## config.mk

```make
export PLATFORM = sky130hd
export DESIGN_NAME = mem_port_arbiter
export DESIGN_NICKNAME = d
export VERILOG_FILES = /design/src/rtl/mem_arb_pkg.sv /design/src/rtl/mem_port_arbiter.sv
export SDC_FILE = /design/constraint.sdc
export NUM_CORES = 1
export LEC_CHECK = 0
export CAP_MARGIN = 20
export CORE_MARGIN = 2
export CORE_UTILIZATION = 43
export DETAILED_ROUTE_END_ITERATION = 12
export GPL_ROUTABILITY_DRIVEN = 0
export PLACE_DENSITY = 0.88
export SYNTH_ARGS = -nofsm -noshare
export SYNTH_HDL_FRONTEND = slang
export SYNTH_SLANG_ARGS = --single-unit
```

## constraint.sdc

```tcl
create_clock -name clk -period 6.4 [get_ports clk]
set_clock_uncertainty 0.2 [all_clocks]
set_input_delay 0.96 -clock clk [delete_from_list [all_inputs] [get_ports clk]]
set_output_delay 0.96 -clock clk [all_outputs]
set_load 0.05 [all_outputs]
```

## src/rtl/mem_arb_pkg.sv

```systemverilog
// Shared types and constants for the unified I/D memory port arbiter.
package mem_arb_pkg;

  localparam int          STRB_W    = 4;
  localparam logic [31:0] NOP_INSTR = 32'h0000_0013;

  typedef enum logic [2:0] {
    IDLE   = 3'd0,
    BUSY_I = 3'd1,
    BUSY_D = 3'd2,
    RESP_I = 3'd3,
    RESP_D = 3'd4
  } arb_state_t;

endpackage

```

## src/rtl/mem_port_arbiter.sv

```systemverilog
// Shares one single-port memory between fetch and load/store, one transaction at a time,
// data-biased with bounded fetch starvation and a watchdog that aborts hung accesses.
module mem_port_arbiter
  import mem_arb_pkg::*;
#(
  parameter int unsigned STARVE_MAX     = 3,
  parameter int unsigned TIMEOUT_CYCLES = 64
) (
  input  logic              clk,
  input  logic              reset,
  input  logic              i_req,
  input  logic [31:0]       i_addr,
  output logic [31:0]       i_rdata,
  output logic              i_ack,
  input  logic              d_req,
  input  logic              d_we,
  input  logic [STRB_W-1:0] d_wstrb,
  input  logic [31:0]       d_addr,
  input  logic [31:0]       d_wdata,
  output logic [31:0]       d_rdata,
  output logic              d_ack,
  output logic              mem_req,
  output logic              mem_we,
  output logic [STRB_W-1:0] mem_wstrb,
  output logic [31:0]       mem_addr,
  output logic [31:0]       mem_wdata,
  input  logic [31:0]       mem_rdata,
  input  logic              mem_ack,
  output logic              stall_i,
  output logic              stall_d,
  output logic              timeout_err
);

  localparam logic [3:0] STARVE_LIM = 4'(STARVE_MAX);
  localparam logic [7:0] WD_LIM     = 8'(TIMEOUT_CYCLES - 1);

  arb_state_t        r_state;
  arb_state_t        w_next;
  logic              w_grant_i;
  logic              w_grant_d;
  logic              w_done;
  logic              w_tmo;
  logic              w_busy;
  logic [3:0]        r_starve_cnt;
  logic [7:0]        r_wd_cnt;
  logic              r_mem_req;
  logic              r_mem_we;
  logic [STRB_W-1:0] r_mem_wstrb;
  logic [31:0]       r_mem_addr;
  logic [31:0]       r_mem_wdata;
  logic [31:0]       r_i_rdata;
  logic [31:0]       r_d_rdata;
  logic              r_i_ack;
  logic              r_d_ack;
  logic              r_timeout_err;

  assign w_busy = (r_state == BUSY_I) || (r_state == BUSY_D);

  always_ff @(posedge clk or posedge reset) begin
    if (reset) r_state <= IDLE;
    else       r_state <= w_next;
  end

  always_comb begin
    w_next    = r_state;
    w_grant_i = 1'b0;
    w_grant_d = 1'b0;
    w_done    = 1'b0;
    w_tmo     = 1'b0;
    case (r_state)
      IDLE: begin
        // Data wins a tie unless fetch has already lost STARVE_MAX times in a row.
        if (d_req && (!i_req || (r_starve_cnt != STARVE_LIM))) begin
          w_grant_d = 1'b1;
          w_next    = BUSY_D;
        end else if (i_req) begin
          w_grant_i = 1'b1;
          w_next    = BUSY_I;
        end
      end
      BUSY_I, BUSY_D: begin
        if (mem_ack) begin
          w_done = 1'b1;
          w_next = (r_state == BUSY_I) ? RESP_I : RESP_D;
        end else if (r_wd_cnt == WD_LIM) begin
          w_tmo  = 1'b1;
          w_next = (r_state == BUSY_I) ? RESP_I : RESP_D;
        end
      end
      RESP_I, RESP_D: w_next = IDLE;
      default:        w_next = IDLE;
    endcase
  end

  always_ff @(posedge clk or posedge reset) begin
    if (reset) begin
      r_mem_req     <= 1'b0;
      r_mem_we      <= 1'b0;
      r_mem_wstrb   <= '0;
      r_mem_addr    <= '0;
      r_mem_wdata   <= '0;
      r_i_rdata     <= '0;
      r_d_rdata     <= '0;
      r_i_ack       <= 1'b0;
      r_d_ack       <= 1'b0;
      r_timeout_err <= 1'b0;
      r_starve_cnt  <= '0;
      r_wd_cnt      <= '0;
    end else begin
      r_mem_req <= (w_next == BUSY_I) || (w_next == BUSY_D);
      r_i_ack   <= (w_next == RESP_I);
      r_d_ack   <= (w_next == RESP_D);

      if (w_grant_i) begin
        r_mem_addr   <= i_addr;
        r_mem_we     <= 1'b0;
        r_mem_wstrb  <= '0;
        r_mem_wdata  <= '0;
        r_starve_cnt <= '0;
      end
      if (w_grant_d) begin
        r_mem_addr  <= d_addr;
        r_mem_we    <= d_we;
        r_mem_wstrb <= d_wstrb;
        r_mem_wdata <= d_wdata;
        if (i_req && (r_starve_cnt != STARVE_LIM))
          r_starve_cnt <= r_starve_cnt + 4'd1;
      end

      if (w_busy) r_wd_cnt <= r_wd_cnt + 8'd1;
      else        r_wd_cnt <= '0;

      if (w_done) begin
        if (r_state == BUSY_I) r_i_rdata <= mem_rdata;
        else                   r_d_rdata <= mem_rdata;
      end
      // A hung fetch returns a NOP so the pipeline keeps moving after the abort.
      if (w_tmo) begin
        r_timeout_err <= 1'b1;
        if (r_state == BUSY_I) r_i_rdata <= NOP_INSTR;
        else                   r_d_rdata <= '0;
      end
    end
  end

  assign mem_req     = r_mem_req;
  assign mem_we      = r_mem_we;
  assign mem_wstrb   = r_mem_wstrb;
  assign mem_addr    = r_mem_addr;
  assign mem_wdata   = r_mem_wdata;
  assign i_rdata     = r_i_rdata;
  assign d_rdata     = r_d_rdata;
  assign i_ack       = r_i_ack;
  assign d_ack       = r_d_ack;
  assign timeout_err = r_timeout_err;
  assign stall_i     = i_req & ~r_i_ack;
  assign stall_d     = d_req & ~r_d_ack;

endmodule

```

Word level (Yosys, flattened, before mapping):

Index checks and enable logic that the tools add are counted.

* bits in registers: 152
* logic and storage cells: 72

* $add $sub $neg: 2
* eq/ne operators: 8
* mux-type cells: 36
* bitwise operators: 4
* reduce and logical (&&, ||, !) cells: 9

Operator list (number)
* two-way mux 32 bit: 12
* two-way mux 4 bit: 5
* two-way mux 3 bit: 5
* two-way mux 1 bit: 12
* == test 3 x 2 -> 1 bit, second input constant: 3
* adder 8 x 1 -> 8 bit, second input constant: 1
* == test 8 x 6 -> 1 bit, second input constant: 1
* two-way mux 8 bit: 1
* == test 3 x 1 -> 1 bit, second input constant: 2
* case mux 3 bit (2 select lines): 1
* adder 4 x 1 -> 4 bit, second input constant: 1
* != test 4 x 2 -> 1 bit, second input constant: 1
* == test 3 bit, second input constant: 1
* zero test 3 bit: 1
* logical OR 1 bit: 3
* bitwise AND 1 bit: 2
* logical AND 1 bit: 2
* inverter 1 bit: 2
* nonzero test 2 bit: 1
* OR reduction 2 bit: 1
* zero test 1 bit: 1

Longest topological paths before layout:

Gate-level depths: netlist of run 1.

* depth after elaboration: 8
* depth in mapped cells: 7
* gate-level depth less buffers: 4

Least setup slack after synthesis of run 1:

Ideal clock, no wire load.

* path type: input -> output
* start: in i_req
* end: out stall_i
* data arrival time: 1959 ps
* path slack: 3281 ps
* cell stages on the path: 2
* buffers on the path: 1
* path through: clkbuf_1 -> nor2b_1

* longest elaborated chain between the ends: 1

RTL lines
* start, declared: line mem_port_arbiter.sv:11 `input logic i_req,`
* bitwise AND 1 bit: line mem_port_arbiter.sv:156 `assign stall_i = i_req & ~r_i_ack;`
* end, declared: line mem_port_arbiter.sv:29 `output logic stall_i,`

Every way passes these cells.

Worst setup path in the final report of run 1:

Ends and elaborated chain as after synthesis.

==> metrics.yaml, run 1 <==
status:
  status: "finished, final reports clean"
clock_tree:
  cts_setup_buffers: 0
  clock-sinks: 152
  postCtsHoldBufs: 0
  cts-root-buf: "clkbuf_16"
  insertion_delay_ps: 410
  htreeDepth: 4
  cts_tree: "built"
  cts_buffer_depth: 2
  ctsResizeCount: 0
  numCtsBuffers: 17
  clk_pin_slew_ps: 50
flow_run:
  maxCapViolCount: 0
critical_path:
  endpoint_kind: "output port"
  crit_required_ps: 5240
  worstSetupPathType: "input port to output port"
  cp_max_fo: 17
  cp_data_arrival_time_ps: 2960
  start_kind: "input port"
  startpoint: "i_req"
  r2r_start: "r_state[1]$_DFF_PP0_"
global_route:
  grt.overflow.total: 0
  grt_antenna_before_repair: 1
  grt_pass1_vias: 5974
  grt_first_pass_wirelength_um: 31900
  grt_use_total: 0.250
  grt_max_degree: 95
route:
  drt-vias-per-instance: 5.61
  ant_nets: 0
  drc: 0
  drt_pass1_iterations: 4
  finalWirelength_um: 20000
  vias: 5813
  dr.first_iter.drc_count: 337
  routedWlPerCell_um: 19.3
floorplanning:
  die_h_um: 127
  dieArea_mm2: 0.0162
  start_util: 0.435
  rows: 45
  core_mm2: 0.0150
  chipWidth_um: 127
  ios: 277
power_and_ir_drop:
  ir_drop_mv: 0.305
  p_leak_nw: 4.16
  finalPower_mw: 5.99
  powerDensity_mw_per_mm2: 601
yosys:
  ys_types: 40
  synth_edf_count: 0
  synth.yosys.warnings: 0
  synthCells: 588
  syn_area_per_cell_um2: 11.1
  synth.area.top_cells: "dfrtp_1 58%, a22o_1 9.3%, a21o_1 3.7%"
  ys_seq_elements: 152
  synth_top_area_cell: "dfrtp_1"
  seq_area_frac_synth: 0.582
  syn_area_mm2: 0.00653
  synth_top_area_frac: 0.582
  yosysMostFrequentCell: "dfrtp_1"
  synthArstFlopShare: 1.00
  synth_nets: 728
  synthFlopType: "dfrtp_1"
  yosys-top-cells-count: "152 x dfrtp_1, 69 x a22o_1, 63 x nand2_1, 36 x o21ai_0, 34 x a21oi_1"
sta:
  setup_viol_count_final: 0
  setup_ws_ps: 2280
  drv_slew: 0
  finalCritPeriodShare: 0.643
  rsz0062_at_grt: "false"
  hold_viol_final: 0
  timing.fmax_ghz: 0.243
  tns_ps: 0
  maxSlewHeadroom: 0.316
  tightest_slew_ps: 1030
  fin_crit_ps: 4120
finish:
  area_growth_pct: 52.8
  drive_gt1_frac: 0.0601
  nNetsFinal: 978
  final_cell_area_mm2: 0.00998
hold_path:
  hold_class: "register to register"
  min-delay-start: "r_wd_cnt[0]$_DFF_PP0_"
placement:
  postPlaceCellArea_mm2: 0.00940
  dpl_worst_slack_ps: 2290
  dp_hpwl_um: 13500
  io_buffer_count: 276
[area by class of cell]
cell class | instances | area (um2)
antenna | 1 | 2.50
fill | 1142 | 5050
timing repair buffer | 287 | 2850
tap | 188 | 235
clock buffer | 21 | 480
multi-input combinational | 376 | 2490
sequential | 152 | 3800
inverter | 4 | 20.0
clock inverter | 8 | 97.6
[final timing paths]
kind | end | slack, ps | cells past startpoint
worst max-delay path | stall_i | 2280 | 3
worst min-delay path | r_wd_cnt[0]$_DFF_PP0_ | 280 | 1
worst max register to register | mem_addr[9]$_DFFE_PP0P_ | 3610 | 4
worst min register to register | r_wd_cnt[0]$_DFF_PP0_ | 280 | 1
max in group asynchronous | i_rdata[27]$_DFF_PP0_ | 3800 | 3
min in group asynchronous | mem_wdata[28]$_DFFE_PP0P_ | 890 | 2
[stage by stage]
| stage | hold WS, ps | utilization | std cells |
|---|---|---|---|
| 5_1_grt | 306 | 0.664 | 1036 |
| 6_report | 285 | 0.664 | 1037 |
| 2_1_floorplan | 255 | - | 588 |
| 3_5_place_dp | 273 | 0.625 | 1007 |
| 3_3_place_gp | 264 | 0.625 | 1007 |
| 4_1_cts | 285 | 0.664 | 1036 |
[worst max-delay path, stage by stage]
cell             delay [ps]
clkdlybuf4s50_1         950
nor2b_1                 210
clkdlybuf4s50_1         840
[flip-flops by register name, indices dropped and copies added, names as in the netlist, 3 cells and up]
name          count
d_rdata          32
i_rdata          32
mem_addr         32
mem_wdata        32
mem_wstrb         4
r_starve_cnt      4
r_state           3
r_wd_cnt          8
[power breakdown]
group	total [mW]	internal [mW]	switching (mW)
Clock	0.991	0.607	0.384
Sequential	1.65	1.37	0.277
Combinational	3.35	1.20	2.15
Total	5.99	3.18	2.82
[cells by family after synthesis]
group	after synthesis	synth area share
AO/OA/AOI/OAI	195	0.209
XOR/XNOR	4	0.00536
adder cells (fa/ha/maj)	2	0.00383
buffers and inverters	60	0.0439
flip-flops	152	0.582
multiplexers	21	0.0322
AND/OR/NAND/NOR	154	0.124
[cells in the final DEF, fill, tap and decap left out, types with 2 or more instances in the layout]
master,n
a21o_1,32
a21oi_1,33
a22o_1,69
buf_4,11
bufinv_16,2
clkbuf_16,17
clkbuf_8,4
clkdlybuf4s50_1,276
clkinv_2,3
clkinvlp_4,3
dfrtp_1,152
ha_1,2
inv_1,3
mux2i_1,21
nand2_1,63
nand2b_1,3
nand3_1,18
nand4_1,32
nand4bb_1,3
nor2_1,17
nor4bb_4,2
o211ai_1,12
o21ai_0,36
o21ai_1,2
o22ai_1,4
o31ai_1,2
or3_1,4
or3b_1,2
xnor2_1,2
xor2_1,2
[layer usage]
| metal | track usage | vias to the layer above | wire, um |
|---|---|---|---|
| met1 | 0.306 | 2837 | 7950 |
| met5 | 0 | - | 0 |
| li1 | - | 2659 | - |
| met3 | 0.0959 | 37 | 2040 |
| met2 | 0.408 | 280 | 9580 |
| met4 | 0.0886 | 0 | 464 |
(Power assumes the default switching activity.)
==> inputs of run 2 (changes only) <==
Clock period 6.4 ns to 3.87 ns, I/O delays scaled along.
==> run 2 against run 1 <==
  * Design area grew 1.5%
  * Die area is the same
  * Count of clock-buffer cells in the layout grew 1
  * Power grew 69%
  * Worst hold slack lost 6.8 ps
  * Routed wire length grew 0.56%
  * Critical path type unchanged
  * Critical endpoint unchanged
  * Largest cell class unchanged
==> metrics.yaml, run 2 (same netlist as run 1, synthesis figures left out) <==
finish:
  area_growth_pct: 55.0  # was 52.8%
  nNetsFinal: 985  # was 978
  diodes: 0  # was 1
  final_cell_mix: "275 x clkdlybuf4s50_1, 152 x dfrtp_1, 69 x a22o_1"  # was 276 x clkdlybuf4s50_1, 152 x dfrtp_1, 69 x a22o_1
  layout_commonest_cell: "clkdlybuf4s50_1"  # unchanged
  drive_gt1_frac: 0.0678  # was 0.0601
route:
  dr.first_iter.drc_count: 391  # was 337
  finalWirelength_um: 20200  # was 20000 um
  drc: 0  # unchanged
  drt-vias-per-instance: 5.64  # was 5.61
  vias: 5889  # was 5813
  ant_nets: 0  # unchanged
  drt_pass1_iterations: 7  # was 4
  routedWlPerCell_um: 19.3  # about the same
hold_path:
  min_to: "timeout_err$_DFFE_PP0P_"  # was r_wd_cnt[0]$_DFF_PP0_
  hold_class: "register to register"  # unchanged
  hold_depth: 1  # unchanged
  min-delay-start: "timeout_err$_DFFE_PP0P_"  # was r_wd_cnt[0]$_DFF_PP0_
critical_path:
  critPathSlowestCell: "clkdlybuf4s50_1"  # unchanged
  crit_path_cell_trace: "clkdlybuf4s50_1 > nor2b_1 > clkdlybuf4s50_1"  # unchanged
  r2r-end: "mem_wdata[13]$_DFFE_PP0P_"  # was mem_addr[9]$_DFFE_PP0P_
  cp_data_arrival_time_ps: 2120  # was 2960 ps
  r2r_setup_slack_ps: 1400  # was 3610 ps
  r2r_start: "r_state[1]$_DFF_PP0_"  # unchanged
  critical_path.max_stage_delay_ps: 850  # was 950 ps
  cp_max_fo: 2  # was 17
  worstSetupPathType: "input port to output port"  # unchanged
  endpoint_kind: "output port"  # unchanged
  path_common_cell: "clkdlybuf4s50_1"  # unchanged
  crit_required_ps: 3090  # was 5240 ps
  start_kind: "input port"  # unchanged
  r2r_cells: 3  # was 4
floorplanning:
  chipWidth_um: 127  # unchanged
  ios: 277  # unchanged
  dieArea_mm2: 0.0162  # unchanged
  die_h_um: 127  # unchanged
  rows: 45  # unchanged
  core_mm2: 0.0150  # unchanged
  start_util: 0.435  # unchanged
power_and_ir_drop:
  powerDensity_mw_per_mm2: 1000  # was 601 mW/mm2
  p_leak_nw: 4.24  # was 4.16 nW
  ir_drop_mv: 0.693  # was 0.305 mV
placement:
  io_buffer_count: 276  # unchanged
  dp_hpwl_um: 13700  # was 13500 um
  dpl_worst_slack_ps: 951  # was 2290 ps
clock_tree:
  ctsResizeCount: 0  # unchanged
  cts_buffer_depth: 2  # unchanged
  insertion_delay_ps: 420  # was 410 ps
  htreeDepth: 4  # unchanged
  clock-sinks: 152  # unchanged
  cts-root-buf: "clkbuf_16"  # unchanged
  clk_pin_slew_ps: 50  # about the same
  numCtsBuffers: 17  # unchanged
  postCtsHoldBufs: 0  # unchanged
  cts_tree: "built"  # unchanged
  cts_setup_buffers: 0  # unchanged
sta:
  setup_viol_count_final: 0  # unchanged
  fin_crit_ps: 2900
  hold_ws_ps: 278  # was 285 ps
  hold_viol_final: 0  # unchanged
  maxSlewHeadroom: 0.286  # was 0.316
  finalCritPeriodShare: 0.748
  tns_ps: 0  # unchanged
  drv_slew: 0  # unchanged
  rsz0062_at_grt: "false"  # unchanged
  setup_ws_ps: 974  # was 2280 ps
  tightest_slew_ps: 1070  # was 1030 ps
  timing.fmax_ghz: 0.345
global_route:
  grt_first_pass_wirelength_um: 31800  # was 31900 um
  grt_pass1_vias: 6028  # was 5974
  grt.overflow.total: 0  # unchanged
  grt_use_total: 0.252  # was 0.250
  grt_max_degree: 72  # was 95
  grt_antenna_before_repair: 0  # was 1
flow_run:
  maxCapViolCount: 0  # unchanged
status:
  status: "finished, final reports clean"  # unchanged
[run 2: changes by cell type in the layout (fill, tap and decap cells not counted), sizes merged]
cell	before	now
clkbuf	21	22
clkdlybuf4s50	276	275
inv	4	3
clkinvlp	3	1
diode	1	0
bufinv	2	5
buf	11	19
[run 2: per-stage QoR]
| stage | instances | cell area [um2] | utilization | total power [mW] |
|---|---|---|---|---|
| 2_1_floorplan | 588 | 6540 | - | 6.43 |
| 3_3_place_gp | 1014 | 9490 | 0.631 | 8.20 |
| 3_5_place_dp | 1014 | 9490 | 0.631 | 8.32 |
| 4_1_cts | 1044 | 10100 | 0.674 | 10.2 |
| 5_1_grt | 1044 | 10100 | 0.674 | 10.6 |
| 6_report | 1044 | 10100 | 0.674 | 10.1 |
[run 2: worst max path at each step]
stage	start	endpoint	slack, ps	depth (start not counted)
after global routing	i_req	stall_i	910	3
after global placement	i_req	stall_i	920	3
final	i_req	stall_i	970	3
after CTS	i_req	stall_i	940	3
after detailed placement	i_req	stall_i	950	3
after floorplan	reset	d_ack$_DFF_PP0_	1170	1
[run 2: cell type report]
class,instances,area (um2)
fill,1130,4900
multi-input combinational,376,2490
clock inverter,8,169
timing repair buffer,294,2930
inverter,4,18.8
tap,188,235
clock buffer,22,474
sequential,152,3800
[run 2: where the power goes]
group	total [mW]	internal [mW]	switching, mW
clock	1.82	1.19	0.634
combinational	5.58	2.01	3.58
sequential	2.73	2.27	0.468
total	10.1	5.46	4.68
[run 2: critical path: cells and delay by family]
kind	cells	cell delay [ps]
buffers and inverters	2	1340
AND/OR/NAND/NOR	1	200
[run 2: per-layer routing]
layer / vias up / wire [um] / global-route usage / share of wire
met3: 28 / 2110 / 0.111 / 0.10
met5: - / 0 / 0 / 0
li1: 2672 / - / - / -
met1: 2906 / 8070 / 0.303 / 0.40
met2: 283 / 9560 / 0.406 / 0.47
met4: 0 / 410 / 0.0853 / 0.020
==> inputs of run 3 (changes only) <==
Clock period 3.87 ns to 2.8 ns, I/O delays scaled along.
==> run 3 against run 2 <==
  * Worst hold slack worse by 230 ps
  * Worst setup slack worse by 660 ps
  * Critical path depth up 1
  * Routed wire length up 1.2%
  * Critical endpoint unchanged
  * Highest routed layer unchanged
==> metrics.yaml, run 3 (same netlist as run 1, synthesis figures left out) <==
route:
  routedWlPerCell_um: 19.4  # was 19.3 um
  vias: 5887  # was 5889
  drt-vias-per-instance: 5.61  # was 5.64
  drc: 0  # unchanged
  drt_pass1_iterations: 5  # was 7
  dr.first_iter.drc_count: 296  # was 391
  ant_nets: 0  # unchanged
  finalWirelength_um: 20400  # was 20200 um
sta:
  tns_ps: 0  # unchanged
  fin_crit_ps: 2480
  setup_ws_ps: 319  # was 974 ps
  finalCritPeriodShare: 0.886
  maxSlewHeadroom: 0.553  # was 0.286
  timing.fmax_ghz: 0.403
  rsz0062_at_grt: "false"  # unchanged
  setup_viol_count_final: 0  # unchanged
  drv_slew: 0  # unchanged
  tightest_slew_ps: 671  # was 1070 ps
  hold_viol_final: 0  # unchanged
placement:
  io_buffer_count: 276  # unchanged
  dpl_worst_slack_ps: 112  # was 951 ps
  dp_hpwl_um: 13800  # was 13700 um
  dp.cells: 1018  # was 1014
clock_tree:
  clock-sinks: 152  # unchanged
  htreeDepth: 4  # unchanged
  cts_buffer_depth: 2  # unchanged
  cts_setup_buffers: 0  # unchanged
  postCtsHoldBufs: 0  # unchanged
  clk_pin_slew_ps: 60  # was 50 ps
  cts_tree: "built"  # unchanged
  insertion_delay_ps: 420  # about the same
  numCtsBuffers: 17  # unchanged
  cts-root-buf: "clkbuf_16"  # unchanged
  ctsResizeCount: 0  # unchanged
floorplanning:
  rows: 45  # unchanged
  start_util: 0.435  # unchanged
  chipWidth_um: 127  # unchanged
  dieArea_mm2: 0.0162  # unchanged
  core_mm2: 0.0150  # unchanged
  ios: 277  # unchanged
  die_h_um: 127  # unchanged
critical_path:
  critPathBufInv: 3  # was 2
  cp_top_family: "buffers and inverters"  # unchanged
  worstSetupPathType: "input port to output port"  # unchanged
  critPathSlowestCell: "clkdlybuf4s50_1"  # unchanged
  cp_max_fo: 14  # was 2
  start_kind: "input port"  # unchanged
  cp_data_arrival_time_ps: 1860  # was 2120 ps
  crit_required_ps: 2180  # was 3090 ps
  endpoint_kind: "output port"  # unchanged
  critical_path.max_stage_delay_ps: 800  # was 850 ps
  crit_path_cell_trace: "clkdlybuf4s50_1 > buf_4 > nor2b_1 > buf_12"  # was clkdlybuf4s50_1 > nor2b_1 > clkdlybuf4s50_1
finish:
  area_growth_pct: 55.9  # was 55.0%
  drive_gt1_frac: 0.0777  # was 0.0678
  diodes: 0  # unchanged
  final_core_util: 0.677  # was 0.674
  nNetsFinal: 989  # was 985
  layout_commonest_cell: "clkdlybuf4s50_1"  # unchanged
  final_cell_mix: "274 x clkdlybuf4s50_1, 152 x dfrtp_1, 69 x a22o_1"  # was 275 x clkdlybuf4s50_1, 152 x dfrtp_1, 69 x a22o_1
  layout.cells.non_filler: 1050  # was 1044
global_route:
  grt.overflow.total: 0  # unchanged
  grt_max_degree: 123  # was 72
  grt_first_pass_wirelength_um: 31900  # was 31800 um
  grt_antenna_before_repair: 0  # unchanged
  grt_use_total: 0.253  # was 0.252
  grt_pass1_vias: 5883  # was 6028
power_and_ir_drop:
  p_leak_nw: 4.27  # was 4.24 nW
  finalPower_mw: 14.0  # was 10.1 mW
  powerDensity_mw_per_mm2: 1380  # was 1000 mW/mm2
  ir_drop_mv: 0.947  # was 0.693 mV
flow_run:
  maxCapViolCount: 0  # unchanged
hold_path:
  hold_class: "input port to async pin"  # was register to register
status:
  status: "finished, final reports clean"  # unchanged
run 3: cell types whose count changed in the layout (fill, tap and decap cells not counted), sizes merged:
cell	delta
inv	+2
clkinv	+3
clkinvlp	+1
clkbuf	-2
clkdlybuf4s50	-1
bufinv	-2
buf	+5
run 3: worst paths after layout:
kind                                         start                       to  slack (ps)  depth (start not counted)
max                                          i_req                  stall_i         320                          4
min                                          reset    d_rdata[10]$_DFF_PP0_          50                          2
max reg2reg                   r_state[0]$_DFF_PP0_    i_rdata[14]$_DFF_PP0_         640                          4
min reg2reg                timeout_err$_DFFE_PP0P_  timeout_err$_DFFE_PP0P_         280                          1
max in group asynchronous                    reset    d_rdata[28]$_DFF_PP0_        1460                          3
min in group clk           timeout_err$_DFFE_PP0P_  timeout_err$_DFFE_PP0P_         280                          1
run 3: per-layer routing:
layer,routed length [um],vias to the layer above,GRT usage
li1,-,2686,-
met1,8130,2908,0.310
met2,9760,263,0.410
met3,2070,30,0.0997
met4,429,0,0.0866
met5,0,-,0
run 3: area by class of cell:
type | instances | area (um2)
Multi-Input combinational cell | 376 | 2490
Timing Repair Buffer | 298 | 3000
Clock inverter | 12 | 166
Inverter | 4 | 18.8
Clock buffer | 20 | 467
Fill cell | 1110 | 4850
Tap cell | 188 | 235
Sequential cell | 152 | 3800
run 3: where the power goes:
group | switching (mW) | leakage, nW | internal (mW)
Combinational | 4.95 | 2.11 | 2.83
Sequential | 0.647 | 1.85 | 3.13
Clock | 0.953 | 0.309 | 1.49
run 3: through the flow:
| step | hold slack, ps | instance area [um2] |
|---|---|---|
| 6_report | 50.8 | 10200 |
| 5_1_grt | 59.6 | 10200 |
| 4_1_cts | 41.3 | 10200 |
| 3_5_place_dp | 262 | 9550 |
| 3_3_place_gp | 265 | 9550 |
| 2_1_floorplan | 255 | 6540 |
